`src/rtl/rom_upload.sv`:
```
// rom_upload: serves HPS ioctl upload reads by fetching bytes from boot, character and cartridge memories
//   CLK_SYS, RST_N        : system clock, asynchronous active-low reset
//   IOCTL_UPLOAD/INDEX/RD/ADDR : HPS upload session, image index, read strobe, byte address
//   IOCTL_DIN, IOCTL_WAIT : byte returned to the HPS, stall while a read is in flight
//   ROMRD_SEL_*/ADDR/REQ  : memory arbiter read request (target, local address, level request)
//   ROMRD_ACK/DATA        : arbiter acknowledge with read data
//   ROMRD_ERR             : sticky timeout flag, cleared by reset or a new upload session
module rom_upload #(
  parameter logic [15:0] UPLOAD_INDEX = 16'h0000,
  parameter logic [26:0] CART_LIMIT = 27'h20000,
  parameter int TIMEOUT = 255
) (
  input  logic        CLK_SYS,
  input  logic        RST_N,
  input  logic        IOCTL_UPLOAD,
  input  logic [15:0] IOCTL_INDEX,
  input  logic        IOCTL_RD,
  input  logic [26:0] IOCTL_ADDR,
  output logic [7:0]  IOCTL_DIN,
  output logic        IOCTL_WAIT,
  output logic        ROMRD_SEL_BOOT,
  output logic        ROMRD_SEL_CHR,
  output logic        ROMRD_SEL_CART,
  output logic [16:0] ROMRD_ADDR,
  output logic        ROMRD_REQ,
  input  logic        ROMRD_ACK,
  input  logic [7:0]  ROMRD_DATA,
  output logic        ROMRD_ERR
);
  typedef enum logic [1:0] {IDLE, REQ, DONE} state_t;
  localparam logic [15:0] LAST = 16'(TIMEOUT - 1);
  state_t state, state_n;
  logic [7:0] din_n;
  logic wait_n, req_n, err_n, upload_q, hit, is_boot, is_chr;
  logic [2:0] sel, sel_n;
  logic [16:0] addr_n;
  logic [15:0] cnt, cnt_n;
  assign hit = IOCTL_INDEX == UPLOAD_INDEX && IOCTL_ADDR < CART_LIMIT;
  assign is_boot = IOCTL_ADDR < 27'h1000;
  assign is_chr = IOCTL_ADDR < 27'h1400;
  assign {ROMRD_SEL_BOOT, ROMRD_SEL_CHR, ROMRD_SEL_CART} = sel;
  always_comb begin
    state_n = state;
    din_n = IOCTL_DIN;
    wait_n = IOCTL_WAIT;
    req_n = ROMRD_REQ;
    sel_n = sel;
    addr_n = ROMRD_ADDR;
    cnt_n = cnt;
    err_n = IOCTL_UPLOAD && !upload_q ? 1'b0 : ROMRD_ERR;
    case (state)
      IDLE: if (IOCTL_RD && IOCTL_UPLOAD) begin
        wait_n = 1'b1;
        if (hit) begin
          state_n = REQ;
          req_n = 1'b1;
          cnt_n = '0;
          sel_n = is_boot ? 3'b100 : is_chr ? 3'b010 : 3'b001;
          addr_n = is_boot ? {5'b0, IOCTL_ADDR[11:0]} : is_chr ? {7'b0, IOCTL_ADDR[9:0]} : IOCTL_ADDR[16:0];
        end else begin
          state_n = DONE;
          din_n = 8'hFF;
        end
      end
      REQ: begin
        cnt_n = cnt + 16'd1;
        if (!IOCTL_UPLOAD) begin
          // session ended mid-read: drop everything, keep the last byte
          state_n = IDLE;
          req_n = 1'b0;
          sel_n = '0;
          wait_n = 1'b0;
        end else if (ROMRD_ACK || cnt == LAST) begin
          // an ACK on the timeout cycle still delivers its data
          state_n = DONE;
          req_n = 1'b0;
          sel_n = '0;
          din_n = ROMRD_ACK ? ROMRD_DATA : 8'hFF;
          err_n = ROMRD_ACK ? err_n : 1'b1;
        end
      end
      DONE: begin
        state_n = IDLE;
        wait_n = 1'b0;
      end
      default: state_n = IDLE;
    endcase
  end
  always_ff @(posedge CLK_SYS or negedge RST_N) begin
    if (!RST_N) begin
      state <= IDLE;
      IOCTL_DIN <= 8'hFF;
      IOCTL_WAIT <= 1'b0;
      ROMRD_REQ <= 1'b0;
      sel <= '0;
      ROMRD_ADDR <= '0;
      ROMRD_ERR <= 1'b0;
      cnt <= '0;
      upload_q <= 1'b0;
    end else begin
      state <= state_n;
      IOCTL_DIN <= din_n;
      IOCTL_WAIT <= wait_n;
      ROMRD_REQ <= req_n;
      sel <= sel_n;
      ROMRD_ADDR <= addr_n;
      ROMRD_ERR <= err_n;
      cnt <= cnt_n;
      upload_q <= IOCTL_UPLOAD;
    end
  end
endmodule
```
`config.mk`:
```
export PLATFORM = sky130hd
export DESIGN_NAME = rom_upload
export DESIGN_NICKNAME = d
export VERILOG_FILES = /design/src/rtl/rom_upload.sv
export SDC_FILE = /design/constraint.sdc
export NUM_CORES = 1
export LEC_CHECK = 0
export CORE_UTILIZATION = 45
export CTS_CLUSTER_SIZE = 8
export DETAILED_ROUTE_END_ITERATION = 7
export PLACE_DENSITY = 0.77
export SYNTH_ARGS = -nofsm -noshare
export SYNTH_HDL_FRONTEND = slang
export SYNTH_SLANG_ARGS = --single-unit
```
`constraint.sdc`:
```
create_clock -name CLK_SYS -period 2.63 [get_ports CLK_SYS]
set_input_delay 0.526 -clock CLK_SYS [delete_from_list [all_inputs] [get_ports CLK_SYS]]
set_output_delay 0.526 -clock CLK_SYS [all_outputs]
set_load 0.02 [all_outputs]
```
-- Word level (Yosys, flattened, before mapping)
Cells that the tools add are included.
- register bits after elaboration: 50
- logic and storage cells: 74
- order comparisons: 3
- eq/ne operators: 10
- reduce and logical (&&, ||, !) cells: 15
- add/sub/neg operators: 1
- mux-type cells: 36
- operator list (operator ; count):
    27-bit by 13-bit less-than comparator with 1-bit output, second input constant ; 2
    8-bit two-way mux ; 5
    17-bit two-way mux ; 2
    16-bit two-way mux ; 2
    16-bit case mux with 2 select lines ; 1
    27-bit by 18-bit less-than comparator with 1-bit output, second input constant ; 1
    16-bit by 1-bit adder with 16-bit output, second input constant ; 1
    16-bit by 8-bit equality test with 1-bit output, second input constant ; 1
    16-bit logical NOT ; 1
    8-bit case mux with 2 select lines ; 1
    3-bit two-way mux ; 5
    2-bit != test, second input constant ; 6
    1-bit two-way mux ; 11
    2-bit two-way mux ; 5
    3-bit AND reduction ; 3
    3-bit case mux with 2 select lines ; 1
    5-bit AND reduction ; 1
    2-bit case mux with 2 select lines ; 1
    4-bit AND reduction ; 1
    1-bit logical AND ; 3
    3-bit != test, second input constant ; 1
    1-bit case mux with 3 select lines ; 1
    3-bit nonzero test ; 1
    2-bit by 1-bit equality test with 1-bit output, second input constant ; 1
    7 further kinds ; 7

-- Logic depth before layout (Yosys ltp)
Gate-level depths: netlist of run 1.
- depth in word-level cells: 7
- depth in mapped cells: 9

-- Least setup slack after synthesis of run 1
No wires, ideal clock.
- path kind: input-to-reg
- start: input IOCTL_ADDR[21]
- end: register cnt[10]
- arrival: 1957 ps
- slack: 596 ps
- stages on the path: 6
- required time: 2552 ps
- cells stage by stage: nor4_1 and4_1 a21oi_2 buf_6 or4_1 a21oi_1
- longest elaborated chain between the ends: 4
- ends and longest elaborated chain (what ; RTL line ; source):
    start: declaration ; 18 ; input logic [26:0] IOCTL_ADDR,
    27-bit by 18-bit less-than comparator with 1-bit output ; 38 ; assign hit = IOCTL_INDEX == UPLOAD_INDEX && IOCTL_ADDR < CART_LIMIT;
    1-bit logical AND ; 38 ;
    2-bit != test (no line) ; - ;
    3-bit AND reduction (no line) ; - ;
    end signal: assignment ; 108 ; cnt <= cnt_n;
    end: declaration ; 37 ; logic [15:0] cnt, cnt_n;
Every way passes these cells.
A chain may end at the register's enable or synchronous reset.

-- Worst setup path after layout of run 1
- start: input IOCTL_INDEX[1]
- end: register cnt[12]
- longest elaborated chain between the ends: 4
- ends and longest elaborated chain (what ; RTL line ; source):
    start: declaration ; 16 ; input logic [15:0] IOCTL_INDEX,
    16-bit logical NOT ; 38 ;
    1-bit logical AND ; 38 ;
    2-bit != test (no line) ; - ;
    3-bit AND reduction (no line) ; - ;
Every way passes these cells.

==> results of run 1 <==
## layer usage
| metal | global-route usage | share of wire | routed length (um) |
|---|---|---|---|
| met5 | 0 | 0 | 0 |
| met4 | 0.0514 | 0.0064 | 40 |
| met3 | 0.0886 | 0.087 | 545 |
| met2 | 0.392 | 0.48 | 3020 |
| met1 | 0.295 | 0.42 | 2640 |
## final cells by class
cell class                      instances  share of cell area
Clock buffer                            7              0.0269
Clock inverter                          1             0.00105
Inverter                                9             0.00942
Multi-Input combinational cell        161               0.312
Sequential cell                        50               0.352
Tap cell                               70              0.0244
Timing Repair Buffer                  100               0.275
## worst max path at each step
stage | from | end | cells past startpoint
2_1_floorplan | IOCTL_ADDR[21] | cnt[10]$_DFFE_PN0P_ | 6
4_1_cts | IOCTL_INDEX[1] | cnt[12]$_DFFE_PN0P_ | 7
3_5_place_dp | IOCTL_INDEX[1] | cnt[12]$_DFFE_PN0P_ | 7
5_1_grt | IOCTL_INDEX[1] | cnt[12]$_DFFE_PN0P_ | 7
3_3_place_gp | IOCTL_INDEX[13] | cnt[11]$_DFFE_PN0P_ | 7
6_report | IOCTL_INDEX[1] | cnt[12]$_DFFE_PN0P_ | 7
## sequential cells by signal, indices dropped and copies added (netlist names)
| signal | cells |
|---|---|
| state | 2 |
| cnt | 16 |
| IOCTL_WAIT | 1 |
| IOCTL_DIN | 8 |
| upload_q | 1 |
| sel | 3 |
| ROMRD_REQ | 1 |
| ROMRD_ADDR | 17 |
| ROMRD_ERR | 1 |
## cells in the final DEF (no fill, tap or decap), drive strengths merged, types with 2 or more instances in the layout
cell type	instances
nor2b	2
or3	4
buf	15
or4	7
mux2	18
or4b	2
a21oi	14
o21ai	10
dfrtp	42
o41ai	2
inv	9
dfstp	8
o31ai	8
clkdlybuf4s50	85
clkbuf	7
nor3	4
nand2	17
nand3	9
o22a	8
and2	2
or2	2
nand4	6
and3	2
ha	5
and4	2
nor4	11
nor2	11
## through the flow
step                      hold slack (ps)  std cells  setup TNS, ps  utilization
after floorplan                       230        228              0            -
after global placement                450        390              0        0.674
after detailed placement              456        390          -48.7        0.674
after CTS                             205        398              0        0.694
after global routing                  232        398              0        0.694
final                                 198        398              0        0.694
## critical path, stage by stage
cell             delay [ps]
clkdlybuf4s50_1         440
nor4_1                  410
and4_1                  290
a21oi_2                  80
buf_12                  160
or4_1                   500
a21oi_1                 180
## power by group through the flow
stage	Sequential, uW	Combinational [uW]	Clock, uW
2_1_floorplan	817	92.9	0
4_1_cts	796	278	507
6_report	796	275	488
3_5_place_dp	811	277	0
3_3_place_gp	809	271	0
5_1_grt	799	298	537
## kinds of logic (layout without fill, tap and decap cells)
| logic type | count (synthesis) | count (layout) | synth area share |
|---|---|---|---|
| and+or+nand+nor | 85 | 85 | 0.201 |
| AOI/OAI and AO/OA | 52 | 52 | 0.143 |
| DFF | 50 | 50 | 0.514 |
| muxes | 19 | 19 | 0.0867 |
| buffers and inverters | 17 | 117 | 0.0296 |
| adders and majority gates | 5 | 5 | 0.0255 |
==> results.sh, run 1 <==
export IMPL_status="finished, final reports clean"
export IMPL_p_int_uw=1170
export IMPL_grt_ovfl_total=0
export IMPL_synth_edff_count=0
export IMPL_ys_top_cells_by_area="dfrtp_1 43%, dfstp_2 8.6%, mux2_2 8.3%, o22a_1 2.9%, a21oi_1 2.7%"
export IMPL_skew_ps=7.21
export IMPL_slew_violations=0
export IMPL_min_period_over_period=0.896
export IMPL_critPathLaunchType="input pin"
export IMPL_leakage_uw=0.00147
export IMPL_endpoint_kind="flop"
export IMPL_clockBufferDepth=2
export IMPL_drtIter0Drc=125
export IMPL_period_minus_slack_ps=2360
export IMPL_cts_setup_buffers=0
export IMPL_worstMarginPinSlew_ps=539
export IMPL_antenna_found_initial=0
export IMPL_worstRegToRegCells=8
export IMPL_die_area_um2=5750
export IMPL_r2r_end="sel[1]$_DFFE_PN0P_"
export IMPL_cts_sinks=50
export IMPL_multiInputGateArea_um2=1120
export IMPL_p_seq_frac=0.510
export IMPL_hpwlAfterDp_um=4800
export IMPL_finalPower_uw=1560
export IMPL_rr_startpoint="state[0]$_DFFE_PN0P_"
export IMPL_postRouteAntennaNets=0
export IMPL_switching_share=0.247
export IMPL_netlist_top_cells_count="42 x dfrtp_1, 18 x mux2_2, 17 x nand2_1"
export IMPL_yosys_area_top_type="dfrtp_1"
export IMPL_core_um2=5170
export IMPL_setup_slack_ps=272
export IMPL_setup_violations=0
export IMPL_crit_arrival_ps=2580
export IMPL_yosys_cell_types_count=46
export IMPL_fp_dieH_um=75.8
export IMPL_cts_root_buf="clkbuf_8"
export IMPL_port_buffer_count=86
export IMPL_finish_instance_area_um2=3590
export IMPL_yosysWarnings=0
export IMPL_grt_max_degree=29
export IMPL_layout_drive_gt1_share=0.159
export IMPL_powerDensity_nw_per_um2=435
export IMPL_row_count=26
export IMPL_synthArstFlopShare=1.00
export IMPL_crit_fanout=28
export IMPL_placed_cell_area_um2=3490
export IMPL_clk_pin_slew_worst_paths_ps=90
export IMPL_wirelength_um=6240
export IMPL_synthMostInstantiatedCell="dfrtp_1"
export IMPL_synth_area_per_cell_um2=10.8
export IMPL_synth_seq_area_share=0.514
export IMPL_io_pins=87
export IMPL_synth_seq_cells=50
export IMPL_cts_buffers=5
export IMPL_gp_congestion=0.829
export IMPL_combinationalPowerShare=0.177
export IMPL_netlist_instances=228
export IMPL_timing_slew_headroom=0.641
export IMPL_irDropWorstVdd_v=0.000254
export IMPL_p_sw_uw=385
export IMPL_route_detailed_drc=0
export IMPL_register_area_um2=1260
export IMPL_area_growth_pct=46.3
export IMPL_grt_pass1_vias=2154
export IMPL_cts_htree_levels=2
export IMPL_max_freq_mhz=424
export IMPL_initial_core_util=0.474
export IMPL_die_w_um=75.8
export IMPL_syn_nets=289
export IMPL_hold_path_class="input pin to async pin"
export IMPL_cts_resized_gates=0
export IMPL_synth_top_cell_area_share=0.429
export IMPL_via_count=2217
export IMPL_reg2reg_slack_ps=430
export IMPL_syn_cell_area_um2=2450
export IMPL_dr_pass1_iters=4
export IMPL_required_ps=2850
export IMPL_rsz0062_at_grt="false"
export IMPL_cts_hold_buf=0
export IMPL_tritoncts="done"
export IMPL_wl_per_cell_um=15.7
export IMPL_grt_usage=0.236
export IMPL_hold_viol=0
export IMPL_n_fill_cell=430
export IMPL_ys_flop_type="dfrtp_1"
export IMPL_place_ws_ps=-44.7
export IMPL_drv_cap=0
export IMPL_critical_path_class="input pin to flop"
export IMPL_viasPerCell=5.57
export IMPL_diodes=0
export IMPL_clkPwrFrac=0.313
export IMPL_grt_first_pass_wirelength_um=9980
export IMPL_clock_latency_ps=300
export IMPL_nets=388
Note: power is estimated with default switching activity, not from simulation.
==> inputs of run 2 (changes only) <==
- TNS_END_PERCENT: default -> 1
==> results of run 2 <==
No change in the layout: final DEF, timing and power equal those of run 1.
